File: src/rtl/fp32_wb_arbiter_if.sv
// Write-back bus bundle for fp32_wb_arbiter: two producer handshakes, the
// register-file write port, idle status and the issue-side hazard query.
interface fp32_wb_arbiter_if #(
    parameter int AW = 5,
    parameter int DW = 32
);
    logic          a_valid;
    logic          a_ready;
    logic [AW-1:0] a_rd;
    logic [DW-1:0] a_data;
    logic          b_valid;
    logic          b_ready;
    logic [AW-1:0] b_rd;
    logic [DW-1:0] b_data;
    logic          wen;
    logic [AW-1:0] wa;
    logic [DW-1:0] wd;
    logic          idle;
    logic          issue_en;
    logic [AW-1:0] issue_rd;
    logic [AW-1:0] rs_a;
    logic [AW-1:0] rs_b;
    logic          hazard;

    modport master (
        output a_valid, a_rd, a_data, b_valid, b_rd, b_data,
        output issue_en, issue_rd, rs_a, rs_b,
        input  a_ready, b_ready, wen, wa, wd, idle, hazard
    );

    modport slave (
        input  a_valid, a_rd, a_data, b_valid, b_rd, b_data,
        input  issue_en, issue_rd, rs_a, rs_b,
        output a_ready, b_ready, wen, wa, wd, idle, hazard
    );
endinterface

File: src/rtl/fp32_wb_arbiter.sv
// Merges FPU pipe A (add/sub) and pipe B (mul/div) results into one register-file
// write port via per-source FIFOs and round-robin drain. Optional FP32_WB_SCOREBOARD_EN.
module fp32_wb_arbiter #(
    parameter int DEPTH = 4,
    parameter int AW    = 5,
    parameter int DW    = 32
) (
    input  logic               clock,
    input  logic               reset,
    fp32_wb_arbiter_if.slave   bus
);
    localparam int PW = $clog2(DEPTH);
    localparam int CW = PW + 1;
    localparam int EW = AW + DW;

    // Index 0 is source A, index 1 is source B; each entry is {rd, data}.
    logic [EW-1:0] mem_r  [2][DEPTH];
    logic [PW-1:0] wptr_r [2];
    logic [PW-1:0] rptr_r [2];
    logic [CW-1:0] cnt_r  [2];
    logic [EW-1:0] din_s  [2];
    logic [EW-1:0] head_s [2];
    logic [1:0]    valid_s;
    logic [1:0]    ready_s;
    logic [1:0]    push_s;
    logic [1:0]    ne_s;
    logic [1:0]    grant_s;
    logic [EW-1:0] ghead_s;
    logic [AW-1:0] grd_s;
    logic          rr_r;
    logic          rr_nxt_s;
    logic          wen_r;
    logic [AW-1:0] wa_r;
    logic [DW-1:0] wd_r;

    // Per-source FIFO status and push qualification
    always_comb begin
        valid_s = {bus.b_valid, bus.a_valid};
        din_s[0] = {bus.a_rd, bus.a_data};
        din_s[1] = {bus.b_rd, bus.b_data};
        for (int i = 0; i < 2; i++) begin
            ready_s[i] = (cnt_r[i] != CW'(DEPTH));
            ne_s[i]    = (cnt_r[i] != {CW{1'b0}});
            push_s[i]  = valid_s[i] & ready_s[i];
            head_s[i]  = mem_r[i][rptr_r[i]];
        end
    end

    // Round-robin grant; the pointer always moves to the side not just served
    always_comb begin
        grant_s  = 2'b00;
        rr_nxt_s = rr_r;
        if (ne_s == 2'b11) begin
            grant_s  = rr_r ? 2'b10 : 2'b01;
            rr_nxt_s = ~rr_r;
        end else if (ne_s[0]) begin
            grant_s  = 2'b01;
            rr_nxt_s = 1'b1;
        end else if (ne_s[1]) begin
            grant_s  = 2'b10;
            rr_nxt_s = 1'b0;
        end else begin
            grant_s  = 2'b00;
            rr_nxt_s = rr_r;
        end
        ghead_s = grant_s[1] ? head_s[1] : head_s[0];
        grd_s   = ghead_s[EW-1 -: AW];
    end

    // FIFO storage; entries are only read once counted, so no reset needed
    always_ff @(posedge clock) begin
        for (int i = 0; i < 2; i++) begin
            if (push_s[i]) begin
                mem_r[i][wptr_r[i]] <= din_s[i];
            end
        end
    end

    // FIFO pointers and occupancy counts
    always_ff @(posedge clock or negedge reset) begin
        if (!reset) begin
            for (int i = 0; i < 2; i++) begin
                wptr_r[i] <= {PW{1'b0}};
                rptr_r[i] <= {PW{1'b0}};
                cnt_r[i]  <= {CW{1'b0}};
            end
        end else begin
            for (int i = 0; i < 2; i++) begin
                if (push_s[i]) begin
                    wptr_r[i] <= wptr_r[i] + PW'(1);
                end
                if (grant_s[i]) begin
                    rptr_r[i] <= rptr_r[i] + PW'(1);
                end
                case ({push_s[i], grant_s[i]})
                    2'b10:   cnt_r[i] <= cnt_r[i] + CW'(1);
                    2'b01:   cnt_r[i] <= cnt_r[i] - CW'(1);
                    default: cnt_r[i] <= cnt_r[i];
                endcase
            end
        end
    end

    // Write port register; rd==0 entries are consumed without a write
    always_ff @(posedge clock or negedge reset) begin
        if (!reset) begin
            rr_r  <= 1'b0;
            wen_r <= 1'b0;
            wa_r  <= {AW{1'b0}};
            wd_r  <= {DW{1'b0}};
        end else begin
            rr_r <= rr_nxt_s;
            if ((grant_s != 2'b00) && (grd_s != {AW{1'b0}})) begin
                wen_r <= 1'b1;
                wa_r  <= grd_s;
                wd_r  <= ghead_s[DW-1:0];
            end else begin
                wen_r <= 1'b0;
            end
        end
    end

    assign bus.a_ready = ready_s[0];
    assign bus.b_ready = ready_s[1];
    assign bus.wen     = wen_r;
    assign bus.wa      = wa_r;
    assign bus.wd      = wd_r;
    assign bus.idle    = ~ne_s[0] & ~ne_s[1] & ~wen_r;

`ifdef FP32_WB_SCOREBOARD_EN
    localparam int NR = 1 << AW;
    logic [NR-1:0] busy_r;
    logic          haz_a_s;
    logic          haz_b_s;

    // In-flight tracking: write-back clears, a same-edge issue re-sets (set wins)
    always_ff @(posedge clock or negedge reset) begin
        if (!reset) begin
            busy_r <= {NR{1'b0}};
        end else begin
            if (wen_r) begin
                busy_r[wa_r] <= 1'b0;
            end
            if (bus.issue_en && (bus.issue_rd != {AW{1'b0}})) begin
                busy_r[bus.issue_rd] <= 1'b1;
            end
        end
    end

    // A register being written this cycle is bypassed by the regfile
    always_comb begin
        haz_a_s = busy_r[bus.rs_a] & (bus.rs_a != {AW{1'b0}})
                  & ~(wen_r & (wa_r == bus.rs_a));
        haz_b_s = busy_r[bus.rs_b] & (bus.rs_b != {AW{1'b0}})
                  & ~(wen_r & (wa_r == bus.rs_b));
    end

    assign bus.hazard = haz_a_s | haz_b_s;
`else
    logic unused_s;
    assign unused_s   = ^{bus.issue_en, bus.issue_rd, bus.rs_a, bus.rs_b};
    assign bus.hazard = 1'b0;
`endif

endmodule

File: src/flat_wrapper.sv
// flat-port wrapper written by rule: the top's interface ports become plain ports
module fp32_wb_arbiter_flat 
#(
    parameter int DEPTH = 4,
    parameter int AW    = 5,
    parameter int DW    = 32
)
  (clock, reset, bus_a_valid, bus_a_rd, bus_a_data, bus_b_valid, bus_b_rd, bus_b_data, bus_issue_en, bus_issue_rd, bus_rs_a, bus_rs_b, bus_a_ready, bus_b_ready, bus_wen, bus_wa, bus_wd, bus_idle, bus_hazard);
  fp32_wb_arbiter_if #(.AW(AW), .DW(DW)) bus_i ();
  input  logic clock;
  input  logic reset;
  input wire logic [$bits(bus_i.a_valid)-1:0] bus_a_valid;
  input wire logic [$bits(bus_i.a_rd)-1:0] bus_a_rd;
  input wire logic [$bits(bus_i.a_data)-1:0] bus_a_data;
  input wire logic [$bits(bus_i.b_valid)-1:0] bus_b_valid;
  input wire logic [$bits(bus_i.b_rd)-1:0] bus_b_rd;
  input wire logic [$bits(bus_i.b_data)-1:0] bus_b_data;
  input wire logic [$bits(bus_i.issue_en)-1:0] bus_issue_en;
  input wire logic [$bits(bus_i.issue_rd)-1:0] bus_issue_rd;
  input wire logic [$bits(bus_i.rs_a)-1:0] bus_rs_a;
  input wire logic [$bits(bus_i.rs_b)-1:0] bus_rs_b;
  output wire logic [$bits(bus_i.a_ready)-1:0] bus_a_ready;
  output wire logic [$bits(bus_i.b_ready)-1:0] bus_b_ready;
  output wire logic [$bits(bus_i.wen)-1:0] bus_wen;
  output wire logic [$bits(bus_i.wa)-1:0] bus_wa;
  output wire logic [$bits(bus_i.wd)-1:0] bus_wd;
  output wire logic [$bits(bus_i.idle)-1:0] bus_idle;
  output wire logic [$bits(bus_i.hazard)-1:0] bus_hazard;
  assign bus_i.a_valid = bus_a_valid;
  assign bus_i.a_rd = bus_a_rd;
  assign bus_i.a_data = bus_a_data;
  assign bus_i.b_valid = bus_b_valid;
  assign bus_i.b_rd = bus_b_rd;
  assign bus_i.b_data = bus_b_data;
  assign bus_i.issue_en = bus_issue_en;
  assign bus_i.issue_rd = bus_issue_rd;
  assign bus_i.rs_a = bus_rs_a;
  assign bus_i.rs_b = bus_rs_b;
  assign bus_a_ready = bus_i.a_ready;
  assign bus_b_ready = bus_i.b_ready;
  assign bus_wen = bus_i.wen;
  assign bus_wa = bus_i.wa;
  assign bus_wd = bus_i.wd;
  assign bus_idle = bus_i.idle;
  assign bus_hazard = bus_i.hazard;
  fp32_wb_arbiter #(.DEPTH(DEPTH), .AW(AW), .DW(DW)) u_core (.clock(clock), .reset(reset), .bus(bus_i));
endmodule
File: config.mk
export PLATFORM = sky130hd
export DESIGN_NAME = fp32_wb_arbiter_flat
export DESIGN_NICKNAME = d
export VERILOG_FILES = /design/src/rtl/fp32_wb_arbiter_if.sv /design/src/rtl/fp32_wb_arbiter.sv /design/src/flat_wrapper.sv
export SDC_FILE = /design/constraint.sdc
export NUM_CORES = 1
export LEC_CHECK = 0
export BUFFER_PORTS_ARGS = -buffer_cell sky130_fd_sc_hd__buf_4
export CAP_MARGIN = 30
export CORE_MARGIN = 3
export CORE_UTILIZATION = 30
export DETAILED_ROUTE_END_ITERATION = 8
export GPL_TIMING_DRIVEN = 0
export PLACE_DENSITY = 0.43
export SYNTH_ARGS = -nofsm -noshare
export SYNTH_HDL_FRONTEND = slang
export SYNTH_SLANG_ARGS = --single-unit
File: constraint.sdc
create_clock -name clock -period 2.8 [get_ports clock]
set_input_delay 0.28 -clock clock [delete_from_list [all_inputs] [get_ports clock]]
set_output_delay 0.28 -clock clock [all_outputs]
set_load 0.01 [all_outputs]
==> run metrics, run 1 <==
pre-CTS setup slack=-0.718 ns; syn avg cell area=21.0 um^2; Worst EP arrival=3.11 ns; Worst VDD drop=0.367 mV; minimum clock period=2.71 ns; FF-to-FF path depth=9; worst path required time=3.20 ns; GPL Wtd Cong=0.675; GRT Resource Usage Total=0.138; CTS tree=yes; Layout Nets=995; die area=47600 um^2; Post-synth ARST share=0.152; Syn Inst Count=642; # fillers=4068; Max Freq=369 MHz; I/O Pins=136; CTS Buffer Depth=3; register area share after synthesis=0.756; CP startpoint kind=flop; CORE AREA=44300 um^2; DP Area=15400 um^2; Max Cap Violations=0; half-perimeter wire length after placement=22000 um; Die Y=218 um; Design Area, Final=17400 um^2; Initial Utilization=0.305; Synth top area share=0.658; total CTS buffers=38; worst flop-to-flop path endpoint=u_core.bus.wd[17]; R2R Setup Slk=0.09 ns; Rows=77; Setup TNS Final=0 ns; first-pass GRT wire length=48300 um; final hold viol count=0; unrepaired setup endpoints after global routing=false; PnR worst setup slack=0.0904 ns; placed instance count=1364; Finished Core Util=0.393; status=complete, no violations; Synth top cells by count=edfxtp_1, mux4_2, dfrtp_1, o21ai_0, mux2i_1; Most used DFF post-synth=edfxtp_1; antenna cells=0; class of the worst hold path=primary input to flop; IO buf count=118; syn_nets=748; P per Cell Area=1080 nW/um^2; clock slew at reported path FFs=0.06 ns; R2R Path Start=u_core.rptr_r[2]; Post-Layout Cell Count=1510; Hold Crit Depth=3; vias in the first global route=7755; drt drc=0; Final period util=0.968; H-tree depth=2; pin count of the biggest net entering global routing=54; final setup fails=0; Hold Startpoint=bus_a_valid; Pins Over Slew Limit=0; Synth area leaders=edfxtp_1, mux4_2, dfrtp_1; grt total ovfl=0; area of the multi-input gates=3070 um^2; clock skew=0.0174 ns; most common cell in the netlist=edfxtp_1; DR iter-0 viols=275; final WL=32200 um; CP Capture Type=flop; Cell variety after synth=34; Via Count=6903; register bit total from synthesis=349; initial antenna violation count=1; routed vias/inst=4.57; layout cells sized above 1=0.349; ANT nets after route=0; Die Wd=218 um; Worst slew margin=0.368; Area growth, synth to finish=28.9%; leading area contributor after synthesis=edfxtp_1; 1st-pass router iterations=4; cell area after synthesis=13500 um^2; Worst-Skew Late Latency=0.52 ns; Yosys Warn Count=0; Leak=6.14 nW; Crit Path Class=flop to flop; Tightest Pin Transition=0.948 ns; Reg area=10200 um^2; CTS root buf=clkbuf_16; crit path max fanout=10; clock sink count=349; routed len/inst=21.3 um; Hold EP=u_core.wptr_r[2]; EDFF count, synth=296
-- power by group --
| part | switching, mW | internal (mW) | total (mW) |
|---|---|---|---|
| registers | 0.456 | 7.04 | 7.50 |
| logic | 3.33 | 3.02 | 6.34 |
| clock network | 1.96 | 2.94 | 4.91 |
-- registers in the layout (all words and copies together) (netlist names) --
name and cells:
u_core.rr_r 1, u_core.wptr_r 4, u_core.cnt_r 6, u_core.bus.wa 5, u_core.bus.wen 1, u_core.rptr_r 4
u_core.bus.wd 32, u_core.mem_r 296
-- cell usage in the layout (no fill, tap or decap), types with 4 or more instances in the layout --
cell and n:
edfxtp_1 296, buf_4 122, dlygate4sd3_1 75, mux4_2 70, dfrtp_1 51, o21ai_0 47, mux2i_1 39, clkbuf_16 39
o21ai_2 30, clkbuf_1 16, buf_12 12, inv_1 11, clkinv_2 11, ha_1 10, and3_2 8, xnor2_1 8
buf_1 6, clkinv_1 6, nor2_1 5, nand2_1 5, buf_8 5, mux4_1 4, clkbuf_2 4, xor2_1 4
bufinv_16 4
-- cell type report --
type / count / area share
multi-input cells: 249 / 0.177
clock buffers: 43 / 0.0575
clock inverters: 26 / 0.0137
inverters: 12 / 0.00273
plain buffers: 31 / 0.0122
well taps: 592 / 0.0425
repair buffers: 208 / 0.108
flip-flops and latches: 349 / 0.587
-- per-stage QoR --
step | hold WS (ns) | total power [mW]
2_1_floorplan | -0.0156 | 11.5
3_3_place_gp | 0.422 | 13.6
3_5_place_dp | 0.440 | 14.0
4_1_cts | 0.142 | 19.1
5_1_grt | 0.181 | 19.9
6_report | 0.175 | 18.7
-- critical path, stage by stage (launching register included) --
cell and delay, ns:
dfrtp_2 0.42, buf_12 0.17, mux4_2 0.53, or4_4 0.52, o32ai_4 0.23, buf_4 0.18, or2_1 0.11, buf_6 0.18
buf_12 0.17, o21ai_2 0.07
-- worst max path at each step --
stage / start / end / slack [ns]
4_1_cts: u_core.cnt_r[2] / u_core.cnt_r[2] / 0.01
6_report: u_core.rptr_r[2] / u_core.bus.wd[17] / 0.09
3_5_place_dp: u_core.rptr_r[3] / u_core.bus.wd[11] / -0.72
2_1_floorplan: u_core.rptr_r[0] / u_core.bus.wd[10] / 0.25
5_1_grt: u_core.rptr_r[2] / u_core.bus.wd[6] / 0.0009
3_3_place_gp: u_core.rptr_r[3] / u_core.bus.wd[13] / -0.62
-- cells by family (layout without fill, tap and decap cells) --
kind of cell / Yosys count / after routing / synth area share
compound gates: 81 / 81 / 0.0403
xor+xnor: 12 / 12 / 0.00778
fa+ha+maj: 12 / 12 / 0.0122
buf+inv: 44 / 320 / 0.0173
flops: 349 / 349 / 0.756
mux: 114 / 114 / 0.154
other cells: 1 / 1 / 0.000278
simple gates: 29 / 29 / 0.0117
-- per-layer routing --
metal	vias to the layer above	part of all wire	GRT usage
met5	-	0.00022	0
met2	136	0.52	0.248
met4	2	0.021	0.0352
met3	50	0.046	0.0279
li1	3105	-	-
met1	3610	0.41	0.170
-- repair_timing --
action                                 CTS  global route
endpoints found under the hold margin  349             0
hold buffers                            75             0
buffers inserted                         3             0
gates resized for setup                  8             9
setup endpoints to repair               37            33
pin swaps                                1             0
No activity file was read; power rests on OpenSTA's default activity.
==> inputs of run 2 (changes only) <==
--- a/config.mk
+++ b/config.mk
@@ -9,6 +9,7 @@
 export CAP_MARGIN = 30
 export CORE_MARGIN = 3
 export CORE_UTILIZATION = 30
+export CTS_CLUSTER_SIZE = 16
 export DETAILED_ROUTE_END_ITERATION = 8
 export GPL_TIMING_DRIVEN = 0
 export PLACE_DENSITY = 0.43
==> constraint.sdc (replaced) <==
create_clock -name clock -period 2.8 [get_ports clock]
set_input_delay 0.84 -clock clock [delete_from_list [all_inputs] [get_ports clock]]
set_output_delay 0.84 -clock clock [all_outputs]
set_load 0.01 [all_outputs]
==> run metrics, run 2 (synthesis gave the netlist of run 1 again) <==
routed vias/inst=4.60; Tightest Pin Transition=0.919 ns; minimum clock period=2.70 ns; final WL=32000 um; unrepaired setup endpoints after global routing=true; Leak=5.83 nW; worst path required time=3.20 ns; clock slew at reported path FFs=0.06 ns; pre-CTS setup slack=-0.718 ns; most common cell after layout, fill and taps aside=edfxtp_1; Worst VDD drop=0.365 mV; crit-path most repeated cell=buf_12; grt total ovfl=0; Initial Utilization=0.305; crit path max fanout=10; Hold Slack=0.402 ns; CORE AREA=44300 um^2; 1st-pass router iterations=4; CP startpoint kind=flop; # fillers=4103; DR iter-0 viols=283; vias in the first global route=7373; CP Capture Type=flop; Post-CTS Hold Buffers=0; drt drc=0; die area=47600 um^2; Design Area, Final=16700 um^2; layout cells sized above 1=0.381; class of the worst hold path=primary input to asynchronous set/reset pin; Die Wd=218 um; Pins Over Slew Limit=0; ANT nets after route=0; GRT Resource Usage Total=0.137; Die Y=218 um; Area growth, synth to finish=23.4%; total CTS buffers=38; Largest register FFs=296; half-perimeter wire length after placement=22000 um; Rows=77; Crit Path Class=flop to flop; final setup fails=0; status=complete, no violations; Worst EP arrival=3.10 ns; Max Freq=370 MHz; DP Area=15400 um^2; CP cell instances=buf_12 > mux4_2 > or4_4 > o32ai_4 > buf_4 > or2_1 > buf_8 > buf_12 > o21ai_2; PnR worst setup slack=0.0952 ns; I/O Pins=136; critical path's slowest cell=mux4_2; CTS root buf=clkbuf_16; Worst-Skew Late Latency=0.52 ns; area of the multi-input gates=3080 um^2; R2R Path Start=u_core.rptr_r[2]; Max Cap Violations=0; FF-to-FF path depth=9; Reg area=10200 um^2; clock sink count=349; Worst slew margin=0.387; GPL Wtd Cong=0.675; Design Power=18.7 mW; P per Cell Area=1120 nW/um^2; R2R Setup Slk=0.1 ns; routed len/inst=22.3 um; H-tree depth=2; CTS Buffer Depth=3; pin count of the biggest net entering global routing=54; first-pass GRT wire length=47500 um; final hold viol count=0; Via Count=6601; worst flop-to-flop path endpoint=u_core.bus.wd[18]; most frequent cells in the layout=edfxtp_1, buf_4, mux4_2, dfrtp_1, o21ai_0; CTS tree=yes; clock skew=0.0161 ns; IO buf count=118; Layout Nets=920; crit-path max cell delay=0.53 ns; Final period util=0.966; initial antenna violation count=4
run 2: changes by cell type in the layout (fill, tap and decap cells not counted):
cell,previous run,this run
nor3_1,3,2
buf_6,1,0
buf_8,5,6
dlygate4sd3_1,75,0
diode_2,0,1
nor3_2,0,1
run 2: report_power, final:
part / switching [mW] / internal [mW] / total (mW) / leakage, nW
Clock: 1.96 / 2.94 / 4.91 / 0.610
Sequential: 0.457 / 7.04 / 7.50 / 3.33
Combinational: 3.31 / 2.95 / 6.26 / 1.89
run 2: worst max path at each step:
stage                          start           endpoint  slack, ns  cells past startpoint
finish              u_core.rptr_r[2]  u_core.bus.wd[18]        0.1                      9
CTS                  u_core.cnt_r[2]    u_core.cnt_r[2]       0.01                      9
global route         u_core.cnt_r[1]    u_core.cnt_r[2]    -0.0004                      9
floorplan           u_core.rptr_r[0]  u_core.bus.wd[10]       0.25                      8
detailed placement  u_core.rptr_r[3]  u_core.bus.wd[11]      -0.72                      7
global placement    u_core.rptr_r[3]  u_core.bus.wd[13]      -0.62                      7
run 2: layer usage:
| layer | track usage | part of all wire | vias up | routed length, um |
|---|---|---|---|---|
| met4 | 0.0372 | 0.023 | 6 | 729 |
| met2 | 0.243 | 0.51 | 119 | 16500 |
| li1 | - | - | 2955 | - |
| met1 | 0.165 | 0.41 | 3464 | 13000 |
| met3 | 0.0356 | 0.054 | 57 | 1740 |
| met5 | 0 | 0.0013 | - | 41 |
run 2: what timing repair did:
action | CTS | global route
endpoints found under the setup margin | 37 | 34
resized for setup | 8 | 11
pin swaps | 1 | 0
buffers inserted | 3 | 0
run 2: critical path, delay by kind of cell (launching register included):
| family | cells | cell delay, ns |
|---|---|---|
| buf+inv | 4 | 0.69 |
| simple gates | 2 | 0.65 |
| mux | 1 | 0.53 |
| flops | 1 | 0.42 |
| compound gates | 2 | 0.30 |
run 2: layout make-up:
class,instances,share of cell area
flip-flops and latches,349,0.613
multi-input cells,249,0.185
repair buffers,133,0.0677
clock buffers,43,0.0600
well taps,592,0.0444
clock inverters,26,0.0143
plain buffers,31,0.0130
inverters,12,0.00285
diodes,1,0.000150
run 2: per-stage QoR:
stage | util | instances | TNS, ns
6_report | 0.376 | 1436 | 0
5_1_grt | 0.376 | 1435 | -0.000367
4_1_cts | 0.376 | 1436 | 0
3_5_place_dp | 0.347 | 1364 | -22.31
3_3_place_gp | 0.342 | 1352 | -148.52
2_1_floorplan | - | 642 | 0
==> inputs of run 3 (changes only) <==
==> constraint.sdc (replaced) <==
create_clock -name clock -period 3.5 [get_ports clock]
set_input_delay 1.05 -clock clock [delete_from_list [all_inputs] [get_ports clock]]
set_output_delay 1.05 -clock clock [all_outputs]
set_load 0.01 [all_outputs]
==> run metrics, run 3 (synthesis gave the netlist of run 1 again) <==
status=complete, no violations; total CTS buffers=38; M1 WL=13200 um; Crit Path Class=flop to flop; GPL Wtd Cong=0.675; pre-CTS setup slack=-0.0182 ns; most frequent cells in the layout=edfxtp_1, buf_4, mux4_2, dfrtp_1, o21ai_0; pin count of the biggest net entering global routing=54; Design Power=14.9 mW; I/O Pins=136; CP Capture Type=flop; Die Wd=218 um; unrepaired setup endpoints after global routing=false; final WL=32100 um; CTS root buf=clkbuf_16; half-perimeter wire length after placement=22000 um; layout cells sized above 1=0.369; Rows=77; met2 wire len=16400 um; Final period util=0.927; Max Freq=308 MHz; die area=47600 um^2; grt total ovfl=0; Hold Slack=0.509 ns; Pins Over Slew Limit=0; Layout Nets=918; Largest register FFs=296; Worst slew margin=0.379; minimum clock period=3.24 ns; H-tree depth=2; Worst-Skew Late Latency=0.52 ns; Tightest Pin Transition=0.931 ns; most common cell after layout, fill and taps aside=edfxtp_1; # fillers=4106; final hold viol count=0; Die Y=218 um; routed vias/inst=4.58; CP startpoint kind=flop; DR iter-0 viols=281; Leak=5.79 nW; class of the worst hold path=flop to flop; Worst EP arrival=3.69 ns; DP Area=15400 um^2; Design Area, Final=16600 um^2; CORE AREA=44300 um^2; Highest Signal Layer=met5; Met3 Routed Length=1620 um; worst path required time=3.95 ns; clock slew at reported path FFs=0.06 ns; Max Cap Violations=0; PnR worst setup slack=0.256 ns; GRT Resource Usage Total=0.137; P per Cell Area=896 nW/um^2; Worst VDD drop=0.292 mV; initial antenna violation count=4; final setup fails=0; ANT nets after route=0; vias in the first global route=7361; clock sink count=349; Initial Utilization=0.305; first-pass GRT wire length=47400 um; CTS tree=yes; Area growth, synth to finish=22.9%; clock skew=0.0179 ns; Finished Core Util=0.375; Via Count=6568; 1st-pass router iterations=4; CTS Buffer Depth=3; IO buf count=118; Post-CTS Hold Buffers=0; crit path max fanout=10; drt drc=0; routed len/inst=22.4 um
run 3: power by group:
group | switching [mW] | total [mW] | internal, mW | leakage, nW
logic | 2.64 | 4.95 | 2.31 | 1.85
clock network | 1.58 | 3.93 | 2.36 | 0.610
registers | 0.363 | 5.99 | 5.63 | 3.33
run 3: worst max-delay path, stage by stage, from the launching register on:
cell	delay, ns
dfrtp_1	0.35
clkbuf_1	0.53
mux4_2	0.46
or4_1	0.59
o32ai_4	0.37
clkbuf_1	0.57
o21ai_0	0.21
o21ai_2	0.08
run 3: area by class of cell:
type                            count  area, um^2  share of cell area
Sequential cell                   349       10200               0.615
Multi-Input combinational cell    249        3070               0.185
Timing Repair Buffer              130        1110              0.0666
Clock buffer                       43        1000              0.0603
Tap cell                          592         741              0.0446
Clock inverter                     26         238              0.0143
Buffer                             32         190              0.0115
Inverter                           12        45.0             0.00271
Antenna cell                        1        2.50            0.000151
run 3: path summary, 6_finish.rpt:
path,startpoint,endpoint,slack (ns),cells after the start
max in group asynchronous,reset,u_core.bus.wd[31],2.32,1
hold / removal,u_core.bus.wd[1],u_core.bus.wd[1],0.51,2
min in group asynchronous,reset,u_core.wptr_r[3],0.63,1
hold reg to reg,u_core.bus.wd[1],u_core.bus.wd[1],0.51,2
setup / recovery,u_core.rptr_r[1],u_core.bus.wd[13],0.26,7
setup reg to reg,u_core.rptr_r[1],u_core.bus.wd[13],0.26,7
run 3: routing by layer:
layer  track usage  up-vias
met2         0.242      114
met1         0.166     3447
li1              -     2946
met5             0        -
met3        0.0356       55
met4        0.0372        6
run 3: what timing repair did:
action                     in CTS  in global routing
setup endpoints to repair       0                 20
buffers inserted                0                  0
resized for setup               0                  3
run 3: stage by stage:
step                TNS, ns  std cells
detailed placement   -0.108       1364
CTS                       0       1433
global route              0       1433
finish                    0       1434
global placement    -0.0234       1352
floorplan                 0        642
